==> src/rtl/mem_port_arbiter_if.sv <==
// Signal bundle between mem_port_arbiter, the fetch/LSU requesters and the
// unified memory. The arbiter uses the slave modport; its environment uses master.
//
// Handshake: a requester raises x_req with x_addr (and d_we/d_wdata) stable and
// holds them until the one-cycle x_done pulse, dropping or replacing the request
// on the edge that samples done. The arbiter holds mem_req and every mem_* output
// stable until it samples mem_ack high; mem_ack is ignored while mem_req is low.
interface mem_port_arbiter_if #(
  parameter int ADDR_W = 32,
  parameter int DATA_W = 32
);
  logic              i_req;
  logic [ADDR_W-1:0] i_addr;
  logic [DATA_W-1:0] i_rdata;
  logic              i_done;

  logic              d_req;
  logic              d_we;
  logic [ADDR_W-1:0] d_addr;
  logic [DATA_W-1:0] d_wdata;
  logic [DATA_W-1:0] d_rdata;
  logic              d_done;

  logic              mem_req;
  logic              mem_we;
  logic [ADDR_W-1:0] mem_addr;
  logic [DATA_W-1:0] mem_wdata;
  logic [DATA_W-1:0] mem_rdata;
  logic              mem_ack;

  modport slave (
    input  i_req, i_addr,
    output i_rdata, i_done,
    input  d_req, d_we, d_addr, d_wdata,
    output d_rdata, d_done,
    output mem_req, mem_we, mem_addr, mem_wdata,
    input  mem_rdata, mem_ack
  );

  modport master (
    output i_req, i_addr,
    input  i_rdata, i_done,
    output d_req, d_we, d_addr, d_wdata,
    input  d_rdata, d_done,
    input  mem_req, mem_we, mem_addr, mem_wdata,
    output mem_rdata, mem_ack
  );
endinterface

==> src/rtl/mem_port_arbiter.sv <==
// Serialises fetch and load/store traffic onto one single-ported memory.
// Define MEM_ARB_ROUND_ROBIN_EN for round-robin ties; otherwise data wins ties.
module mem_port_arbiter #(
  parameter int ADDR_W = 32,
  parameter int DATA_W = 32
) (
  input  logic                 clk,
  input  logic                 reset,
  mem_port_arbiter_if.slave    bus,
  output logic [1:0]           state_o,
  output logic                 owner_o
);

  typedef enum logic [1:0] {
    S_IDLE  = 2'd0,
    S_ISSUE = 2'd1,
    S_RESP  = 2'd2
  } state_t;

  typedef enum logic {
    OWN_I = 1'b0,
    OWN_D = 1'b1
  } owner_t;

  state_t            state_q, state_d;
  owner_t            owner_q, owner_d;
  owner_t            winner;
  logic              any_req;

  logic              mem_req_q, mem_req_d;
  logic              mem_we_q, mem_we_d;
  logic [ADDR_W-1:0] mem_addr_q, mem_addr_d;
  logic [DATA_W-1:0] mem_wdata_q, mem_wdata_d;
  logic [DATA_W-1:0] i_rdata_q, i_rdata_d;
  logic [DATA_W-1:0] d_rdata_q, d_rdata_d;
  logic              i_done_q, i_done_d;
  logic              d_done_q, d_done_d;

`ifdef MEM_ARB_ROUND_ROBIN_EN
  owner_t            last_owner_q, last_owner_d;
`endif

  assign any_req = bus.i_req | bus.d_req;

  // Arbitration decision, only acted upon in IDLE.
  always_comb begin
`ifdef MEM_ARB_ROUND_ROBIN_EN
    if (bus.i_req && bus.d_req) begin
      winner = (last_owner_q == OWN_D) ? OWN_I : OWN_D;
    end else begin
      winner = bus.d_req ? OWN_D : OWN_I;
    end
`else
    winner = bus.d_req ? OWN_D : OWN_I;
`endif
  end

  always_ff @(posedge clk or posedge reset) begin
    if (reset) begin
      state_q <= S_IDLE;
    end else begin
      state_q <= state_d;
    end
  end

  always_comb begin
    state_d = state_q;
    case (state_q)
      S_IDLE:  if (any_req) state_d = S_ISSUE;
      S_ISSUE: if (bus.mem_ack) state_d = S_RESP;
      S_RESP:  state_d = S_IDLE;
      default: state_d = S_IDLE;
    endcase
  end

  always_comb begin
    owner_d     = owner_q;
    mem_req_d   = mem_req_q;
    mem_we_d    = mem_we_q;
    mem_addr_d  = mem_addr_q;
    mem_wdata_d = mem_wdata_q;
    i_rdata_d   = i_rdata_q;
    d_rdata_d   = d_rdata_q;
    i_done_d    = 1'b0;
    d_done_d    = 1'b0;
`ifdef MEM_ARB_ROUND_ROBIN_EN
    last_owner_d = last_owner_q;
`endif
    case (state_q)
      S_IDLE: begin
        if (any_req) begin
          owner_d   = winner;
          mem_req_d = 1'b1;
          if (winner == OWN_D) begin
            mem_we_d    = bus.d_we;
            mem_addr_d  = bus.d_addr;
            mem_wdata_d = bus.d_wdata;
          end else begin
            mem_we_d    = 1'b0;
            mem_addr_d  = bus.i_addr;
            mem_wdata_d = '0;
          end
`ifdef MEM_ARB_ROUND_ROBIN_EN
          last_owner_d = winner;
`endif
        end
      end
      S_ISSUE: begin
        // Address/data stay put; only the ack retires the access.
        if (bus.mem_ack) begin
          mem_req_d = 1'b0;
          if (owner_q == OWN_I) begin
            i_rdata_d = bus.mem_rdata;
            i_done_d  = 1'b1;
          end else begin
            if (!mem_we_q) d_rdata_d = bus.mem_rdata;
            d_done_d = 1'b1;
          end
        end
      end
      default: begin
      end
    endcase
  end

  always_ff @(posedge clk or posedge reset) begin
    if (reset) begin
      owner_q     <= OWN_I;
      mem_req_q   <= 1'b0;
      mem_we_q    <= 1'b0;
      mem_addr_q  <= '0;
      mem_wdata_q <= '0;
      i_rdata_q   <= '0;
      d_rdata_q   <= '0;
      i_done_q    <= 1'b0;
      d_done_q    <= 1'b0;
    end else begin
      owner_q     <= owner_d;
      mem_req_q   <= mem_req_d;
      mem_we_q    <= mem_we_d;
      mem_addr_q  <= mem_addr_d;
      mem_wdata_q <= mem_wdata_d;
      i_rdata_q   <= i_rdata_d;
      d_rdata_q   <= d_rdata_d;
      i_done_q    <= i_done_d;
      d_done_q    <= d_done_d;
    end
  end

`ifdef MEM_ARB_ROUND_ROBIN_EN
  // Reset to D so the first tie after reset goes to fetch.
  always_ff @(posedge clk or posedge reset) begin
    if (reset) begin
      last_owner_q <= OWN_D;
    end else begin
      last_owner_q <= last_owner_d;
    end
  end
`endif

  assign bus.mem_req   = mem_req_q;
  assign bus.mem_we    = mem_we_q;
  assign bus.mem_addr  = mem_addr_q;
  assign bus.mem_wdata = mem_wdata_q;
  assign bus.i_rdata   = i_rdata_q;
  assign bus.d_rdata   = d_rdata_q;
  assign bus.i_done    = i_done_q;
  assign bus.d_done    = d_done_q;

  assign state_o = state_q;
  assign owner_o = owner_q;

endmodule

==> src/flat_wrapper.sv <==
// flat-port wrapper written by rule: the top's interface ports become plain ports
module mem_port_arbiter_flat 
#(
  parameter int ADDR_W = 32,
  parameter int DATA_W = 32
)
  (clk, reset, state_o, owner_o, bus_i_req, bus_i_addr, bus_i_rdata, bus_i_done, bus_d_req, bus_d_we, bus_d_addr, bus_d_wdata, bus_d_rdata, bus_d_done, bus_mem_req, bus_mem_we, bus_mem_addr, bus_mem_wdata, bus_mem_rdata, bus_mem_ack);
  mem_port_arbiter_if #(.ADDR_W(ADDR_W), .DATA_W(DATA_W)) bus_i ();
  input  logic clk;
  input  logic reset;
  output logic [1:0] state_o;
  output logic owner_o;
  input wire logic [$bits(bus_i.i_req)-1:0] bus_i_req;
  input wire logic [$bits(bus_i.i_addr)-1:0] bus_i_addr;
  output wire logic [$bits(bus_i.i_rdata)-1:0] bus_i_rdata;
  output wire logic [$bits(bus_i.i_done)-1:0] bus_i_done;
  input wire logic [$bits(bus_i.d_req)-1:0] bus_d_req;
  input wire logic [$bits(bus_i.d_we)-1:0] bus_d_we;
  input wire logic [$bits(bus_i.d_addr)-1:0] bus_d_addr;
  input wire logic [$bits(bus_i.d_wdata)-1:0] bus_d_wdata;
  output wire logic [$bits(bus_i.d_rdata)-1:0] bus_d_rdata;
  output wire logic [$bits(bus_i.d_done)-1:0] bus_d_done;
  output wire logic [$bits(bus_i.mem_req)-1:0] bus_mem_req;
  output wire logic [$bits(bus_i.mem_we)-1:0] bus_mem_we;
  output wire logic [$bits(bus_i.mem_addr)-1:0] bus_mem_addr;
  output wire logic [$bits(bus_i.mem_wdata)-1:0] bus_mem_wdata;
  input wire logic [$bits(bus_i.mem_rdata)-1:0] bus_mem_rdata;
  input wire logic [$bits(bus_i.mem_ack)-1:0] bus_mem_ack;
  assign bus_i.i_req = bus_i_req;
  assign bus_i.i_addr = bus_i_addr;
  assign bus_i_rdata = bus_i.i_rdata;
  assign bus_i_done = bus_i.i_done;
  assign bus_i.d_req = bus_d_req;
  assign bus_i.d_we = bus_d_we;
  assign bus_i.d_addr = bus_d_addr;
  assign bus_i.d_wdata = bus_d_wdata;
  assign bus_d_rdata = bus_i.d_rdata;
  assign bus_d_done = bus_i.d_done;
  assign bus_mem_req = bus_i.mem_req;
  assign bus_mem_we = bus_i.mem_we;
  assign bus_mem_addr = bus_i.mem_addr;
  assign bus_mem_wdata = bus_i.mem_wdata;
  assign bus_i.mem_rdata = bus_mem_rdata;
  assign bus_i.mem_ack = bus_mem_ack;
  mem_port_arbiter #(.ADDR_W(ADDR_W), .DATA_W(DATA_W)) u_core (.clk(clk), .reset(reset), .bus(bus_i), .state_o(state_o), .owner_o(owner_o));
endmodule
==> config.mk <==
export PLATFORM = sky130hd
export DESIGN_NAME = mem_port_arbiter_flat
export DESIGN_NICKNAME = d
export VERILOG_FILES = /design/src/rtl/mem_port_arbiter_if.sv /design/src/rtl/mem_port_arbiter.sv /design/src/flat_wrapper.sv
export SDC_FILE = /design/constraint.sdc
export NUM_CORES = 1
export LEC_CHECK = 0
export ABC_AREA = 1
export BUFFER_PORTS_ARGS = -buffer_cell sky130_fd_sc_hd__buf_2
export CORE_ASPECT_RATIO = 1.25
export CORE_MARGIN = 4
export CORE_UTILIZATION = 41
export DETAILED_ROUTE_END_ITERATION = 10
export PLACE_DENSITY_LB_ADDON = 0.2
export SYNTH_ARGS = -nofsm -noshare
export SYNTH_HDL_FRONTEND = slang
export SYNTH_SLANG_ARGS = --single-unit
export TNS_END_PERCENT = 30
==> constraint.sdc <==
create_clock -name clk -period 5 [get_ports clk]
set_input_delay 1.25 -clock clk [delete_from_list [all_inputs] [get_ports clk]]
set_output_delay 1.25 -clock clk [all_outputs]
set_load 0.02 [all_outputs]
# After elaboration in Yosys (flattened, before gate mapping)
# Cells that the tools add are included.
totals:
  regBits: 135
  out_inout_bits: 135
  wordCells: 39
op_classes:
  n_eq_ne: 3
  mux: 16
  n_bitwise: 3
  n_reduce_logical: 7
op_table:
  columns: ["cell", "n"]
  rows:
  - ["two-way mux 32 bit", 2]
  - ["two-way mux 1 bit", 10]
  - ["AND reduction 3 bit", 2]
  - ["two-way mux 2 bit", 2]
  - ["one-hot mux 2 bit (2 select lines)", 1]
  - ["AND reduction 2 bit", 2]
  - ["AND reduction 4 bit", 1]
  - ["equality test 2 x 1 -> 1 bit, second input constant", 1]
  - ["logical NOT 2 bit", 1]
  - ["!= test 2 x 1 -> 1 bit, second input constant", 1]
  - ["!= test 2 bit, second input constant", 1]
  - ["inverter 1 bit", 2]
  - ["one-hot mux 1 bit (2 select lines)", 1]
  - ["nonzero test 2 bit", 1]
  - ["bitwise OR 1 bit", 1]

# Logic depth before layout (Yosys ltp)
# Gate-level depths: netlist of run 1.
logic_depth:
  word_depth: 3
  mapped_depth: 7
  depth_no_buf: 6

# Least setup slack after synthesis of run 1
# No wires, ideal clock.
synth_timing:
  kind: "input to register"
  startpoint: "input port bus_d_req"
  endpoint: "register u_core.state_q[0] (netlist: u_core.state_o[0])"
  setup_time_ns: 0.126
  arrival_time_ns: 1.931
  setup_slack_ns: 2.943
  cell_stages: 5
  path_buffers: 3
  cell_sequence: "buf_4 > o21ai_2 > buf_4 > buf_6 > o21ai_0"
synth_between:
  elab_chain_cells: 3
synth_rtl:
  columns: ["element", "line_no", "rtl"]
  rows:
  - ["start: declaration", "flat_wrapper.sv:17", "input wire logic [$bits(bus_i.d_req)-1:0] bus_d_req;"]
  - ["bitwise OR 1 bit", "mem_port_arbiter.sv:43", "assign any_req = bus.i_req | bus.d_req;"]
  - ["!= test 2 x 1 -> 1 bit (no source line)", null, null]
  - ["AND reduction 2 bit (no source line)", null, null]
  - ["end signal: assignment", "mem_port_arbiter.sv:62", "state_q <= state_d;"]
  - ["end: declaration", "mem_port_arbiter.sv:25", "state_t state_q, state_d;"]
# No other way between the ends.
# A chain may end at the register's enable or synchronous reset.

# Final worst setup path of run 1
layout_timing:
  startpoint: "register u_core.state_q[0] (netlist: u_core.state_o[0])"
  endpoint: "register u_core.mem_addr_q[2] (netlist: u_core.bus.mem_addr[2])"
layout_between:
  elab_chain_cells: 2
layout_rtl:
  columns: ["element", "line_no", "rtl"]
  rows:
  - ["logical NOT 2 bit", "mem_port_arbiter.sv:89", "case (state_q)"]
  - ["AND reduction 2 bit (no source line)", null, null]
  - ["end signal: assignment", "mem_port_arbiter.sv:141", "mem_addr_q <= mem_addr_d;"]
  - ["end: declaration", "mem_port_arbiter.sv:32", "logic [ADDR_W-1:0] mem_addr_q, mem_addr_d;"]
# No other way between the ends.

==> reports/results.ini, run 1 <==
[sta]
clock_skew_ps = 5.14
min_period_ps = 2470
fin_crit_sh = 0.494
tightest_slew_ps = 1000
final_max_slew_viol_count = 0
hold_viol = 0
slew_headroom = 0.330
fin_tns_setup_ps = 0
rsz0062_at_grt = false
setup_violations = 0
max_freq_ghz = 0.405

[synth]
synth_nets = 816
syn_avg_cell_area_sq_um = 8.22
syn_area_sq_um = 5600
synth-simple-area-share = 0.303
synth_area_leaders = dfrtp_1, nand2_1, nand3_1, o21ai_0, inv_1
synth-xor-area-share = 0
synthAdderAreaFrac = 0
synth.mux.area_fraction = 0
yosysSeqAreaShare = 0.603
synth_top_area_share = 0.603
synth_largest_area_cell = dfrtp_1
yosysUniqueCellTypes = 14
syn_inst = 682
synth_seq_cells = 135
synth-compound-area-share = 0.0319
ys_warn_count = 0
synth_top_family_by_area = simple AND/OR/NAND/NOR gates

[job]
maxCapViolCount = 0

[min_path]
hold_class = flip-flop to flip-flop

[routing]
drt_pass1_iterations = 4
route.detailed.drc = 0
wirelength_mm = 15.9
viasPerCell = 4.54
vias = 5097
drt_iter0_markers = 292
wl_per_cell_um = 14.1
ant_nets = 0

[place]
gp_congestion = 0.818
dp_cells = 1092
port_buffers = 268
dp.final_hpwl_mm = 11.5

[setup_path]
crit_buf_inv = 0
slowest_delay_ps = 790
worst_setup_path_start_kind = flip-flop
end_kind = flip-flop
crit_fanout = 36
required_ps = 5340
crit_arrival_ps = 2810
path_cells = nor2_4 -> nand2_1 -> nand2_1 -> nand2_1 -> nand2_1
critical_path_class = flip-flop to flip-flop
cpLargestDelayFamily = simple AND/OR/NAND/NOR gates
cp_slowest_cell = nand2_1
cpMostUsedCell = nand2_1

[clock_network]
cts_root_buf = clkbuf_16
cts_sinks = 135
cts-htree-levels = 4
cts_tree = done
clk_pin_slew_ps = 60
cts_setup_buffers = 0
clkLatencyLatePin_ps = 400
cts_buffers = 17
cts.path.max_buffers = 2
hold_buffers = 0
cts_resized = 0

[grt]
grt_pass1_wl_mm = 25.6
overflow = 0
grtUsageTotal = 0.204
grt_pass1_vias = 5085
antenna_found_initial = 1
grt_max_degree = 88

[die]
ioPinCount = 269
initial_utilization = 0.420
core-area_sq_um = 13300
die_x_um = 113
die_h_um = 139
num_rows = 47
dieArea_sq_um = 15600

[finish]
final_common_cell = nand2_1
nNetsFinal = 1074
final_cells = 1122
final_cell_mix = nand2_1, buf_2, dfrtp_1
antenna_cells = 0
drive_gt1_frac = 0.328
syn2layout_area_growth_pct = 36.3

[run_status]
status = complete, no violations

[pwr]
pwr_density_cell_nw_per_um2 = 682
power_leakage_nw = 4.63
ir_drop_mv = 0.270

## per-stage QoR
| stage | setup WS, ps | total power (W) | area, sq um | util | hold slack, ps |
|---|---|---|---|---|---|
| after floorplan | 139 | 0.00319 | 5600 | - | 577 |
| after global placement | 2140 | 0.00392 | 7020 | 0.526 | 448 |
| after detailed placement | 2080 | 0.00396 | 7020 | 0.526 | 453 |
| after CTS | 2460 | 0.00528 | 7640 | 0.572 | 467 |
| after global routing | 2240 | 0.00557 | 7640 | 0.572 | 478 |
| final | 2530 | 0.00521 | 7640 | 0.572 | 462 |
## report_power, final
| part | internal (W) | switching (W) |
|---|---|---|
| Clock | 0.000843 | 0.000454 |
| Combinational | 0.000642 | 0.00143 |
| Sequential | 0.00158 | 0.000262 |
| Total | 0.00306 | 0.00215 |
## routing by layer
metal	track usage	wire (um)
met1	0.253	6460
met2	0.347	7910
met3	0.0589	1250
met4	0.0601	242
met5	0	7
## flip-flops by register name, indices dropped and copies added, names as in the netlist
| name | cells |
|---|---|
| u_core.bus.d_done | 1 |
| u_core.bus.d_rdata | 32 |
| u_core.bus.i_done | 1 |
| u_core.bus.i_rdata | 32 |
| u_core.bus.mem_addr | 32 |
| u_core.bus.mem_req | 1 |
| u_core.bus.mem_wdata | 32 |
| u_core.bus.mem_we | 1 |
| u_core.owner_o | 1 |
| u_core.state_o | 2 |
## final cells by class
cell class,count,area [sq um]
Clock buffer,18,439
Clock inverter,12,178
Fill cell,1271,5710
Inverter,39,151
Multi-Input combinational cell,472,1880
Sequential cell,135,3380
Tap cell,171,214
Timing Repair Buffer,275,1390
## tightest hold or removal path, cell delays in order, from the launching register on
cell and delay, ps:
dfrtp_1 330, nand2_1 50, nand2_1 50
## final timing paths
| check | startpoint | end | slack [ps] | cells after the start |
|---|---|---|---|---|
| setup / recovery | u_core.state_o[0] | u_core.bus.mem_addr[2] | 2530 | 5 |
| setup reg to reg | u_core.state_o[0] | u_core.bus.mem_addr[2] | 2530 | 5 |
| hold / removal | u_core.bus.d_rdata[19] | u_core.bus.d_rdata[19] | 460 | 2 |
| min in group asynchronous | reset | u_core.bus.mem_wdata[16] | 930 | 2 |
| hold reg to reg | u_core.bus.d_rdata[19] | u_core.bus.d_rdata[19] | 460 | 2 |
| max in group asynchronous | reset | u_core.bus.mem_wdata[22] | 3120 | 3 |
## Yosys cell counts
cell type / count
o21ai_2: 1
nor2_4: 1
nor2_2: 2
buf_4: 9
nor2_1: 3
nand3_1: 35
inv_1: 37
clkbuf_1: 14
nand2_1: 396
dfrtp_1: 135
buf_6: 3
inv_2: 2
buf_2: 10
o21ai_0: 34
## kinds of logic after synthesis
family	after synthesis
DFF	135
AOI/OAI and AO/OA	35
and+or+nand+nor	437
buffers and inverters	75
Power figures use the tool's default switching activity.
==> inputs of run 2 (changes only) <==
clock period = 2.4 ns   (was 5 ns; I/O delays follow)
==> run 2 against run 1 <==
Effect of this change: core utilization barely moved; count of clock-buffer cells in the layout fell by 1; largest power group unchanged; global-route usage rose by 0.25 points; critical path type is now flip-flop to output port; highest routed layer unchanged; critical path depth fell by 4; sequential share of layout area barely moved; total power rose by 100%.
==> reports/results.ini, run 2 (synthesized netlist as in run 1, its figures left out) <==
[sta]
fin_crit_sh = 0.690
final_max_slew_viol_count = 0  ; unchanged
rsz0062_at_grt = false  ; unchanged
min_period_ps = 1660
setup_violations = 0  ; unchanged
fin_tns_setup_ps = 0  ; unchanged
max_freq_ghz = 0.604
hold_viol = 0  ; unchanged
tightest_slew_ps = 562  ; was 1000 ps
clock_skew_ps = 11.4  ; was 5.14 ps
slew_headroom = 0.625  ; was 0.330
layout_setup_ws_ps = 744  ; was 2530 ps

[grt]
grt_max_degree = 89  ; was 88
grt_pass1_wl_mm = 26.0  ; was 25.6 mm
grtUsageTotal = 0.207  ; was 0.204
grt_pass1_vias = 5169  ; was 5085
overflow = 0  ; unchanged
antenna_found_initial = 1  ; unchanged

[setup_path]
critical_path_class = flip-flop to output port  ; was flip-flop to flip-flop
crit_fanout = 5  ; was 36
cpLargestDelayFamily = flip-flops  ; was simple AND/OR/NAND/NOR gates
cp.depth = 1  ; was 5
r2r_cells = 6  ; was 5
crit_buf_inv = 1  ; was 0
end_kind = output port  ; was flip-flop
crit_arrival_ps = 1060  ; was 2810 ps
worst_setup_path_start_kind = flip-flop  ; unchanged
cp_slowest_cell = dfrtp_1  ; was nand2_1
path_cells = buf_2  ; was nor2_4 -> nand2_1 -> nand2_1 -> nand2_1 -> nand2_1
slowest_delay_ps = 450  ; was 790 ps
required_ps = 1800  ; was 5340 ps

[finish]
final_cell_mix = nand2_1, buf_2, dfrtp_1  ; unchanged
final.fill_count = 1294  ; was 1271
syn2layout_area_growth_pct = 36.3  ; about the same
nNetsFinal = 1077  ; was 1074
antenna_cells = 0  ; unchanged
fin_area_sq_um = 7640  ; about the same
final_common_cell = nand2_1  ; unchanged
drive_gt1_frac = 0.329  ; was 0.328

[routing]
ant_nets = 0  ; unchanged
wirelength_mm = 15.9  ; about the same
route.detailed.drc = 0  ; unchanged
wl_per_cell_um = 14.1  ; about the same
viasPerCell = 4.55  ; was 4.54
drt_iter0_markers = 231  ; was 292
drt_pass1_iterations = 4  ; unchanged
vias = 5114  ; was 5097

[clock_network]
hold_buffers = 0  ; unchanged
cts_buffers = 17  ; unchanged
cts_root_buf = clkbuf_16  ; unchanged
cts_setup_buffers = 0  ; unchanged
cts-htree-levels = 4  ; unchanged
clkLatencyLatePin_ps = 410  ; was 400 ps
cts_tree = done  ; unchanged
clk_pin_slew_ps = 60  ; about the same
cts.path.max_buffers = 2  ; unchanged
cts_resized = 0  ; unchanged
cts_sinks = 135  ; unchanged

[die]
die_x_um = 113  ; unchanged
initial_utilization = 0.420  ; unchanged
core-area_sq_um = 13300  ; unchanged
die_h_um = 139  ; unchanged
dieArea_sq_um = 15600  ; unchanged
num_rows = 47  ; unchanged
ioPinCount = 269  ; unchanged

[job]
maxCapViolCount = 0  ; unchanged

[pwr]
power.total_w = 0.0107  ; was 0.00521 W
ir_drop_mv = 0.654  ; was 0.270 mV
power_leakage_nw = 4.61  ; was 4.63 nW
pwr_density_cell_nw_per_um2 = 1400  ; was 682 nW/um^2

[place]
dp.final_hpwl_mm = 11.5  ; about the same
port_buffers = 268  ; unchanged
place_ws_ps = 705  ; was 2080 ps
place_area_sq_um = 7080  ; was 7020 sq um
gp_congestion = 0.798  ; was 0.818

[run_status]
status = complete, no violations  ; unchanged

[min_path]
hold_class = input pin to async pin  ; was flip-flop to flip-flop

-- run 2: cell types whose count changed in the layout (fill, tap and decap cells not counted), sizes merged --
| cell | previous run | this run |
|---|---|---|
| clkinvlp | 1 | 5 |
| buf | 275 | 278 |
| bufinv | 4 | 2 |
| clkinv | 6 | 4 |
| clkbuf | 18 | 17 |
-- run 2: tightest hold or removal path, cell delays in order --
cell and delay (ps):
buf_2 110, clkinvlp_4 100, buf_12 310
-- run 2: final timing paths --
path	start	end	slack, ps
max	u_core.state_o[0]	state_o[0]	740
max reg2reg	u_core.state_o[0]	u_core.bus.mem_addr[20]	830
min in group clk	bus_mem_rdata[10]	u_core.bus.i_rdata[10]	410
max in group asynchronous	reset	u_core.bus.mem_wdata[29]	1740
min	reset	u_core.bus.mem_wdata[10]	320
min reg2reg	u_core.bus.mem_wdata[17]	u_core.bus.mem_wdata[17]	460
-- run 2: cell type report --
type / count / area [sq um] / area share
Tap cell: 171 / 214 / 0.0280
Timing Repair Buffer: 278 / 1450 / 0.190
Clock inverter: 12 / 131 / 0.0172
Sequential cell: 135 / 3380 / 0.442
Clock buffer: 17 / 425 / 0.0557
Multi-Input combinational cell: 472 / 1880 / 0.247
Inverter: 39 / 150 / 0.0197
-- run 2: stage by stage --
step	utilization	hold slack (ps)	instances
2_1_floorplan	-	577	682
3_3_place_gp	0.530	449	1095
3_5_place_dp	0.530	453	1095
4_1_cts	0.572	334	1124
5_1_grt	0.572	350	1124
6_report	0.572	321	1124
-- run 2: report_power, final --
part	switching (W)	internal [W]	total (W)
Combinational	0.00297	0.00136	0.00433
Clock	0.000963	0.00151	0.00247
Sequential	0.000567	0.00329	0.00386
-- run 2: per-layer routing --
metal	global-route usage	vias up	share of wire
met5	0	-	0.00044
met4	0.0703	2	0.015
met3	0.0698	18	0.097
met2	0.334	239	0.48
met1	0.260	2269	0.40
li1	-	2586	-
